<file path="config.mk">
export PLATFORM = sky130hd
export DESIGN_NAME = fetch_stage_flat
export DESIGN_NICKNAME = d
export VERILOG_FILES = /design/src/rtl/cpu_pkg.sv /design/src/rtl/fetch_stage_if.sv /design/src/rtl/if_skid_buf.sv /design/src/rtl/fetch_stage.sv /design/src/flat_wrapper.sv
export SDC_FILE = /design/constraint.sdc
export NUM_CORES = 1
export LEC_CHECK = 0
export CAP_MARGIN = 25
export CORE_MARGIN = 2
export CORE_UTILIZATION = 52
export CTS_CLUSTER_DIAMETER = 50
export DETAILED_ROUTE_END_ITERATION = 7
export PLACE_DENSITY_LB_ADDON = 0.08
export SETUP_SLACK_MARGIN = 0.02
export SYNTH_ARGS = -nofsm -noshare
export SYNTH_HDL_FRONTEND = slang
export SYNTH_HIERARCHICAL = 1
export SYNTH_SLANG_ARGS = --single-unit
</file>
<file path="constraint.sdc">
create_clock -name clk -period 4.8 [get_ports clk]
set_clock_uncertainty 0.15 [all_clocks]
set_input_delay 1.44 -clock clk [delete_from_list [all_inputs] [get_ports clk]]
set_output_delay 1.44 -clock clk [all_outputs]
set_load 0.005 [all_outputs]
</file>
<file path="src/rtl/cpu_pkg.sv">
// rtl/cpu_pkg.sv - shared widths, opcodes, encodings and fetch FSM state type
package cpu_pkg;

   localparam int PC_W   = 16;
   localparam int INST_W = 16;

   localparam logic [PC_W-1:0]   RESET_PC = 16'h0000;
   localparam logic [3:0]        HALT_OP  = 4'h1;
   localparam logic [INST_W-1:0] NOP_INST = 16'h0000;

   typedef enum logic {
      ST_RUN    = 1'b0,
      ST_HALTED = 1'b1
   } fetch_state_t;

   // Opcode lives in the top nibble of the instruction word
   function automatic logic is_halt(input logic [INST_W-1:0] inst);
      return inst[INST_W-1 -: 4] == HALT_OP;
   endfunction

endpackage

</file>
<file path="src/rtl/fetch_stage_if.sv">
// rtl/fetch_stage_if.sv - instruction memory bus plus IF/ID register outputs
interface fetch_stage_if;
   import cpu_pkg::*;

   logic              imem_en;
   logic [PC_W-1:0]   imem_addr;
   logic [INST_W-1:0] imem_rdata;
   logic              if_valid;
   logic [INST_W-1:0] if_inst;
   logic [PC_W-1:0]   if_pc;

   modport master (
      output imem_en, imem_addr, if_valid, if_inst, if_pc,
      input  imem_rdata
   );

   modport slave (
      input  imem_en, imem_addr, if_valid, if_inst, if_pc,
      output imem_rdata
   );

endinterface

</file>
<file path="src/rtl/if_skid_buf.sv">
// rtl/if_skid_buf.sv - one-entry {inst,pc} holding register for reads landing during a stall
module if_skid_buf
   import cpu_pkg::*;
(
   input  logic              clk,
   input  logic              rst_n,
   input  logic              i_load,
   input  logic              i_drain,
   input  logic              i_flush,
   input  logic [INST_W-1:0] i_inst,
   input  logic [PC_W-1:0]   i_pc,
   output logic              o_vld,
   output logic [INST_W-1:0] o_inst,
   output logic [PC_W-1:0]   o_pc
);

   logic              r_vld;
   logic [INST_W-1:0] r_inst;
   logic [PC_W-1:0]   r_pc;

   // Flush beats load beats drain; a load during drain refills the entry with the newer read
   always_ff @(posedge clk or negedge rst_n) begin
      if (!rst_n) begin
         r_vld  <= 1'b0;
         r_inst <= NOP_INST;
         r_pc   <= '0;
      end else if (i_flush) begin
         r_vld  <= 1'b0;
      end else if (i_load) begin
         r_vld  <= 1'b1;
         r_inst <= i_inst;
         r_pc   <= i_pc;
      end else if (i_drain) begin
         r_vld  <= 1'b0;
      end
   end

   assign o_vld  = r_vld;
   assign o_inst = r_inst;
   assign o_pc   = r_pc;

endmodule

</file>
<file path="src/rtl/fetch_stage.sv">
// rtl/fetch_stage.sv - PC, imem request, IF/ID register, stall skid, redirect and HALT; FETCH_PERF_EN adds perf counters
module fetch_stage
   import cpu_pkg::*;
(
   input  logic             clk,
   input  logic             rst_n,
   input  logic             stall,
   input  logic             redirect,
   input  logic [PC_W-1:0]  redirect_pc,
   fetch_stage_if.master    bus,
   output logic             halted,
   output logic [31:0]      perf_fetch_cnt,
   output logic [31:0]      perf_stall_cnt
);

   fetch_state_t      r_state, w_state_nxt;
   logic [PC_W-1:0]   r_pc, w_pc_nxt;
   logic              r_req_vld, w_req_vld_nxt;
   logic [PC_W-1:0]   r_req_pc, w_req_pc_nxt;
   logic              r_if_valid, w_if_valid_nxt;
   logic [INST_W-1:0] r_if_inst, w_if_inst_nxt;
   logic [PC_W-1:0]   r_if_pc, w_if_pc_nxt;

   logic              w_imem_en;
   logic [PC_W-1:0]   w_imem_addr;
   logic              w_load_valid;
   logic              w_skid_load, w_skid_drain, w_skid_flush;
   logic              w_skid_vld;
   logic [INST_W-1:0] w_skid_inst;
   logic [PC_W-1:0]   w_skid_pc;

   if_skid_buf u_skid (
      .clk     (clk),
      .rst_n   (rst_n),
      .i_load  (w_skid_load),
      .i_drain (w_skid_drain),
      .i_flush (w_skid_flush),
      .i_inst  (bus.imem_rdata),
      .i_pc    (r_req_pc),
      .o_vld   (w_skid_vld),
      .o_inst  (w_skid_inst),
      .o_pc    (w_skid_pc)
   );

   // Next-state, imem request and IF/ID load selection; redirect > halted > stall > normal
   always_comb begin
      w_state_nxt    = r_state;
      w_pc_nxt       = r_pc;
      w_req_vld_nxt  = r_req_vld;
      w_req_pc_nxt   = r_req_pc;
      w_if_valid_nxt = r_if_valid;
      w_if_inst_nxt  = r_if_inst;
      w_if_pc_nxt    = r_if_pc;
      w_imem_en      = 1'b0;
      w_imem_addr    = r_pc;
      w_load_valid   = 1'b0;
      w_skid_load    = 1'b0;
      w_skid_drain   = 1'b0;
      w_skid_flush   = 1'b0;

      if (redirect) begin
         // Everything fetched down the old path is dropped, including the skid entry
         w_imem_en      = 1'b1;
         w_imem_addr    = redirect_pc;
         w_pc_nxt       = redirect_pc + PC_W'(1);
         w_req_pc_nxt   = redirect_pc;
         w_req_vld_nxt  = 1'b1;
         w_skid_flush   = 1'b1;
         w_if_valid_nxt = 1'b0;
         w_if_inst_nxt  = NOP_INST;
         w_state_nxt    = ST_RUN;
      end else if (r_state == ST_HALTED) begin
         // HALT stays visible while decode stalls, then becomes a bubble
         w_req_vld_nxt = 1'b0;
         w_skid_flush  = 1'b1;
         if (!stall) begin
            w_if_valid_nxt = 1'b0;
            w_if_inst_nxt  = NOP_INST;
         end
      end else if (stall) begin
         // Park the read that is landing now so it is not lost while IF/ID holds
         if (r_req_vld) begin
            w_skid_load   = 1'b1;
            w_req_vld_nxt = 1'b0;
         end
      end else begin
         w_imem_en     = 1'b1;
         w_imem_addr   = r_pc;
         w_pc_nxt      = r_pc + PC_W'(1);
         w_req_vld_nxt = 1'b1;
         w_req_pc_nxt  = r_pc;
         if (w_skid_vld) begin
            // Skid holds the older instruction; any read landing now queues behind it
            w_if_valid_nxt = 1'b1;
            w_if_inst_nxt  = w_skid_inst;
            w_if_pc_nxt    = w_skid_pc;
            w_load_valid   = 1'b1;
            w_skid_drain   = 1'b1;
            w_skid_load    = r_req_vld;
         end else if (r_req_vld) begin
            w_if_valid_nxt = 1'b1;
            w_if_inst_nxt  = bus.imem_rdata;
            w_if_pc_nxt    = r_req_pc;
            w_load_valid   = 1'b1;
         end else begin
            w_if_valid_nxt = 1'b0;
            w_if_inst_nxt  = NOP_INST;
         end
         if (w_load_valid && is_halt(w_if_inst_nxt)) begin
            w_state_nxt = ST_HALTED;
         end
      end
   end

   // State, PC, outstanding request and IF/ID registers
   always_ff @(posedge clk or negedge rst_n) begin
      if (!rst_n) begin
         r_state    <= ST_RUN;
         r_pc       <= RESET_PC;
         r_req_vld  <= 1'b0;
         r_req_pc   <= '0;
         r_if_valid <= 1'b0;
         r_if_inst  <= NOP_INST;
         r_if_pc    <= '0;
      end else begin
         r_state    <= w_state_nxt;
         r_pc       <= w_pc_nxt;
         r_req_vld  <= w_req_vld_nxt;
         r_req_pc   <= w_req_pc_nxt;
         r_if_valid <= w_if_valid_nxt;
         r_if_inst  <= w_if_inst_nxt;
         r_if_pc    <= w_if_pc_nxt;
      end
   end

   assign bus.imem_en   = w_imem_en;
   assign bus.imem_addr = w_imem_addr;
   assign bus.if_valid  = r_if_valid;
   assign bus.if_inst   = r_if_valid ? r_if_inst : NOP_INST;
   assign bus.if_pc     = r_if_pc;
   assign halted        = (r_state == ST_HALTED);

`ifdef FETCH_PERF_EN
   logic [31:0] r_perf_fetch;
   logic [31:0] r_perf_stall;

   // Delivered-instruction and stall-cycle counters, free-running with natural wrap
   always_ff @(posedge clk or negedge rst_n) begin
      if (!rst_n) begin
         r_perf_fetch <= '0;
         r_perf_stall <= '0;
      end else begin
         if (w_load_valid)         r_perf_fetch <= r_perf_fetch + 32'd1;
         if (stall && !redirect)   r_perf_stall <= r_perf_stall + 32'd1;
      end
   end

   assign perf_fetch_cnt = r_perf_fetch;
   assign perf_stall_cnt = r_perf_stall;
`else
   assign perf_fetch_cnt = '0;
   assign perf_stall_cnt = '0;
`endif

endmodule
</file>
<file path="src/flat_wrapper.sv">
// flat-port wrapper written by rule: the top's interface ports become plain ports
module fetch_stage_flat import cpu_pkg::*;
  (clk, rst_n, stall, redirect, redirect_pc, halted, perf_fetch_cnt, perf_stall_cnt, bus_imem_en, bus_imem_addr, bus_if_valid, bus_if_inst, bus_if_pc, bus_imem_rdata);
  fetch_stage_if bus_i ();
  input  logic clk;
  input  logic rst_n;
  input  logic stall;
  input  logic redirect;
  input  logic [PC_W-1:0] redirect_pc;
  output logic halted;
  output logic [31:0] perf_fetch_cnt;
  output logic [31:0] perf_stall_cnt;
  output wire logic [$bits(bus_i.imem_en)-1:0] bus_imem_en;
  output wire logic [$bits(bus_i.imem_addr)-1:0] bus_imem_addr;
  output wire logic [$bits(bus_i.if_valid)-1:0] bus_if_valid;
  output wire logic [$bits(bus_i.if_inst)-1:0] bus_if_inst;
  output wire logic [$bits(bus_i.if_pc)-1:0] bus_if_pc;
  input wire logic [$bits(bus_i.imem_rdata)-1:0] bus_imem_rdata;
  assign bus_imem_en = bus_i.imem_en;
  assign bus_imem_addr = bus_i.imem_addr;
  assign bus_if_valid = bus_i.if_valid;
  assign bus_if_inst = bus_i.if_inst;
  assign bus_if_pc = bus_i.if_pc;
  assign bus_i.imem_rdata = bus_imem_rdata;
  fetch_stage u_core (.clk(clk), .rst_n(rst_n), .stall(stall), .redirect(redirect), .redirect_pc(redirect_pc), .bus(bus_i), .halted(halted), .perf_fetch_cnt(perf_fetch_cnt), .perf_stall_cnt(perf_stall_cnt));
endmodule
</file>
==> results.cfg <==
[routing]
drt_iter0_markers = 184
antenna_left = 0
vias_per_cell = 4.91
wire_per_inst_um = 14.8
routed_wl_um = 10800
num_vias = 3582
dr.pass1.iters = 4
drc = 0

[job]
drv_cap = 0

[global_route]
antenna_found_initial = 0
grt_pass1_wl_um = 17800
grt_pass1_vias = 3581
grtUsageMet2_pct = 31.8
grt_most_used_layer = met2
grt_max_degree = 80
use_met3_pct = 3.34
track_usage_pct = 19.9
grt-ovfl-total = 0
grtUsageMet1_pct = 28.5

[setup_path]
max_stage_delay_ns = 0.51
crit_path_frequent_cell = clkdlybuf4s50_1
cp_slowest_cell = clkdlybuf4s50_1
path_delay_family = buffers and inverters
worstSetupPathType = primary input to output port
r2r_cells = 6
crit_buf_inv = 3
critical_path_depth = 4
crit_chain = clkdlybuf4s50_1 > buf_12 > mux2_2 > clkdlybuf4s50_1
worstSetupStartpointType = primary input
cp.arrival_ns = 3.05
required_ns = 3.21
r2r_slack_ns = 2.37
crit_path_end_kind = output port
cp_max_fo = 38

[logic_synthesis]
synth-edff-count = 0
synth_area_per_cell_um2 = 10.8
synth_most_common_cell = dfrtp_1
yosysTopAreaCell = dfrtp_1
synth_ff_type = dfrtp_1
syn-cell-area_um2 = 5370
synth-async-reset-ratio_pct = 100
synth.distinct_cells = 42
synthTopCellsByArea = dfrtp_1, buf_4, mux2_4
yosysSeqAreaShare_pct = 46.6
ys_ff_latch = 100
netlist_instances = 499
synth.top_cell.area_share_pct = 46.6
synthTopCellsByCount = dfrtp_1, buf_4, a21oi_1, nor2_1, mux2_4
yosys_warnings = 6

[pwr]
irDropWorstVdd_v = 0.000221
p_leak_nw = 2.81
p_per_area_nw_per_um2 = 382

[floorplan]
chipWidth_um = 106
dieArea_um2 = 11200
die_h_um = 106
core_um2 = 10200
rows = 37
initial_core_util_pct = 52.7
ios = 151

[place]
io_buffers = 86
post_dp_cell_area_um2 = 6120
hpwl_um = 7480
place.gp.congestion = 0.813

[clocking]
cts_buffer_depth = 2
post_cts_buffers = 0
numCtsBuffers = 9
cts_resized = 0
holdBufCountCts = 0
root_buffer = clkbuf_8
clkSinkCount = 100
path_clk_slew_ns = 0.09
cts_max_level = 3
insertion_delay_ns = 0.35
cts_tree = done

[hold_path]
hold_depth = 2
hp-class = register to register

[final_layout]
areaGrowthSynthToFinish_pct = 18.9
num-nets-final = 625
design_area_um2 = 6390
nFillCells = 854
n_antenna_cell = 0
drive_gt1_share_pct = 14.5

[sta]
setup-tns-final_ns = 0
clock.fmax_mhz = 215
fin_crit_ns = 4.64
post-route-period-util_pct = 96.7
finalSetupViolCount = 0
worst_pin_slew_ns = 0.721
slew_headroom_pct = 51.8
slew_violations = 0
hold_viol_final = 0
rsz0062_at_grt = no

[run_status]
status = complete, no violations
## logic make-up after synthesis
kind of cell / Yosys count / share of synthesized area [%]
and+or+nand+nor: 118 / 11.1
AOI/OAI and AO/OA: 91 / 10.2
other: 1 / 0.0698
muxes: 66 / 15.4
DFF: 100 / 46.6
buffers and inverters: 108 / 14.1
xor gates and xnor gates: 14 / 2.28
adders and majority gates: 1 / 0.233
## sequential cells by signal, indices dropped and copies added (netlist names), 16 cells and up
| signal | flops |
|---|---|
| u_core/r_pc | 16 |
| u_core/r_if_inst | 16 |
| u_core/u_skid/o_pc | 16 |
| u_core/r_req_pc | 16 |
| u_core/bus.if_pc | 16 |
| u_core/u_skid/o_inst | 16 |
## power breakdown
| part | internal, W | total (W) | switching, W | leakage, nW |
|---|---|---|---|---|
| registers | 0.00104 | 0.00117 | 0.000131 | 1.18 |
| logic | 0.000395 | 0.000659 | 0.000265 | 1.52 |
| clock network | 0.000337 | 0.000612 | 0.000275 | 0.116 |
| total | 0.00177 | 0.00244 | 0.000672 | 2.81 |
## worst paths after layout
check,start,end
min in group asynchronous,rst_n,u_core/u_skid/o_inst[12]
min,u_core/r_if_inst[12],u_core/r_if_inst[12]
max reg2reg,u_core/u_skid/o_vld,u_core/u_skid/o_inst[15]
max,redirect,bus_imem_addr[5]
max in group asynchronous,rst_n,u_core/u_skid/o_pc[9]
min reg2reg,u_core/r_if_inst[12],u_core/r_if_inst[12]
## layer usage
layer	wire length [um]	part of all wire (%)
met4	107	0.99
met2	5200	48
met1	5050	47
met5	0	0
met3	447	4.1
## area by class of cell
| type | instances | area [um^2] | area share [%] |
|---|---|---|---|
| Tap cell | 136 | 170 | 2.66 |
| Inverter | 17 | 63.8 | 0.999 |
| Sequential cell | 100 | 2500 | 39.2 |
| Clock buffer | 13 | 169 | 2.64 |
| Timing Repair Buffer | 106 | 1060 | 16.5 |
| Multi-Input combinational cell | 354 | 2360 | 36.9 |
| Clock inverter | 3 | 67.6 | 1.06 |
## metrics by stage
step	worst slack, ns	util, %	cells	hold WS, ns	total power, W
after global placement	0.181	60.0	710	0.303	0.00181
after detailed placement	0.164	60.1	712	0.313	0.00184
after floorplan	0.920	-	562	0.292	0.00159
after CTS	0.159	62.5	728	0.332	0.00246
after global routing	0.0717	62.7	729	0.359	0.00258
final	0.159	62.7	729	0.328	0.00244
## cell usage in the layout (no fill, tap or decap), types with 2 or more instances in the layout
cell and count:
bufinv_16 2, clkdlybuf4s50_1 85, nand3b_1 5, nand3_1 10, xnor2_1 14, a21oi_1 47
inv_1 17, mux2i_1 26, nand4_1 3, mux2i_2 2, clkbuf_8 12, and2_1 16
conb_1 64, nand2b_1 2, nand2_1 22, mux2_2 8, buf_4 17, nor2b_1 4
nor2_1 47, a22oi_1 17, buf_12 2, mux2_4 30, dfrtp_1 100, o21ai_0 19
## worst register-to-register path: cells and delay by family (launching register included)
family,cells,cell delay [ns]
buffers and inverters,2,0.72
AND/OR/NAND/NOR,2,0.52
multiplexers,1,0.38
flip-flops,1,0.35
AO/OA/AOI/OAI,1,0.19
(Power assumes the default switching activity.)
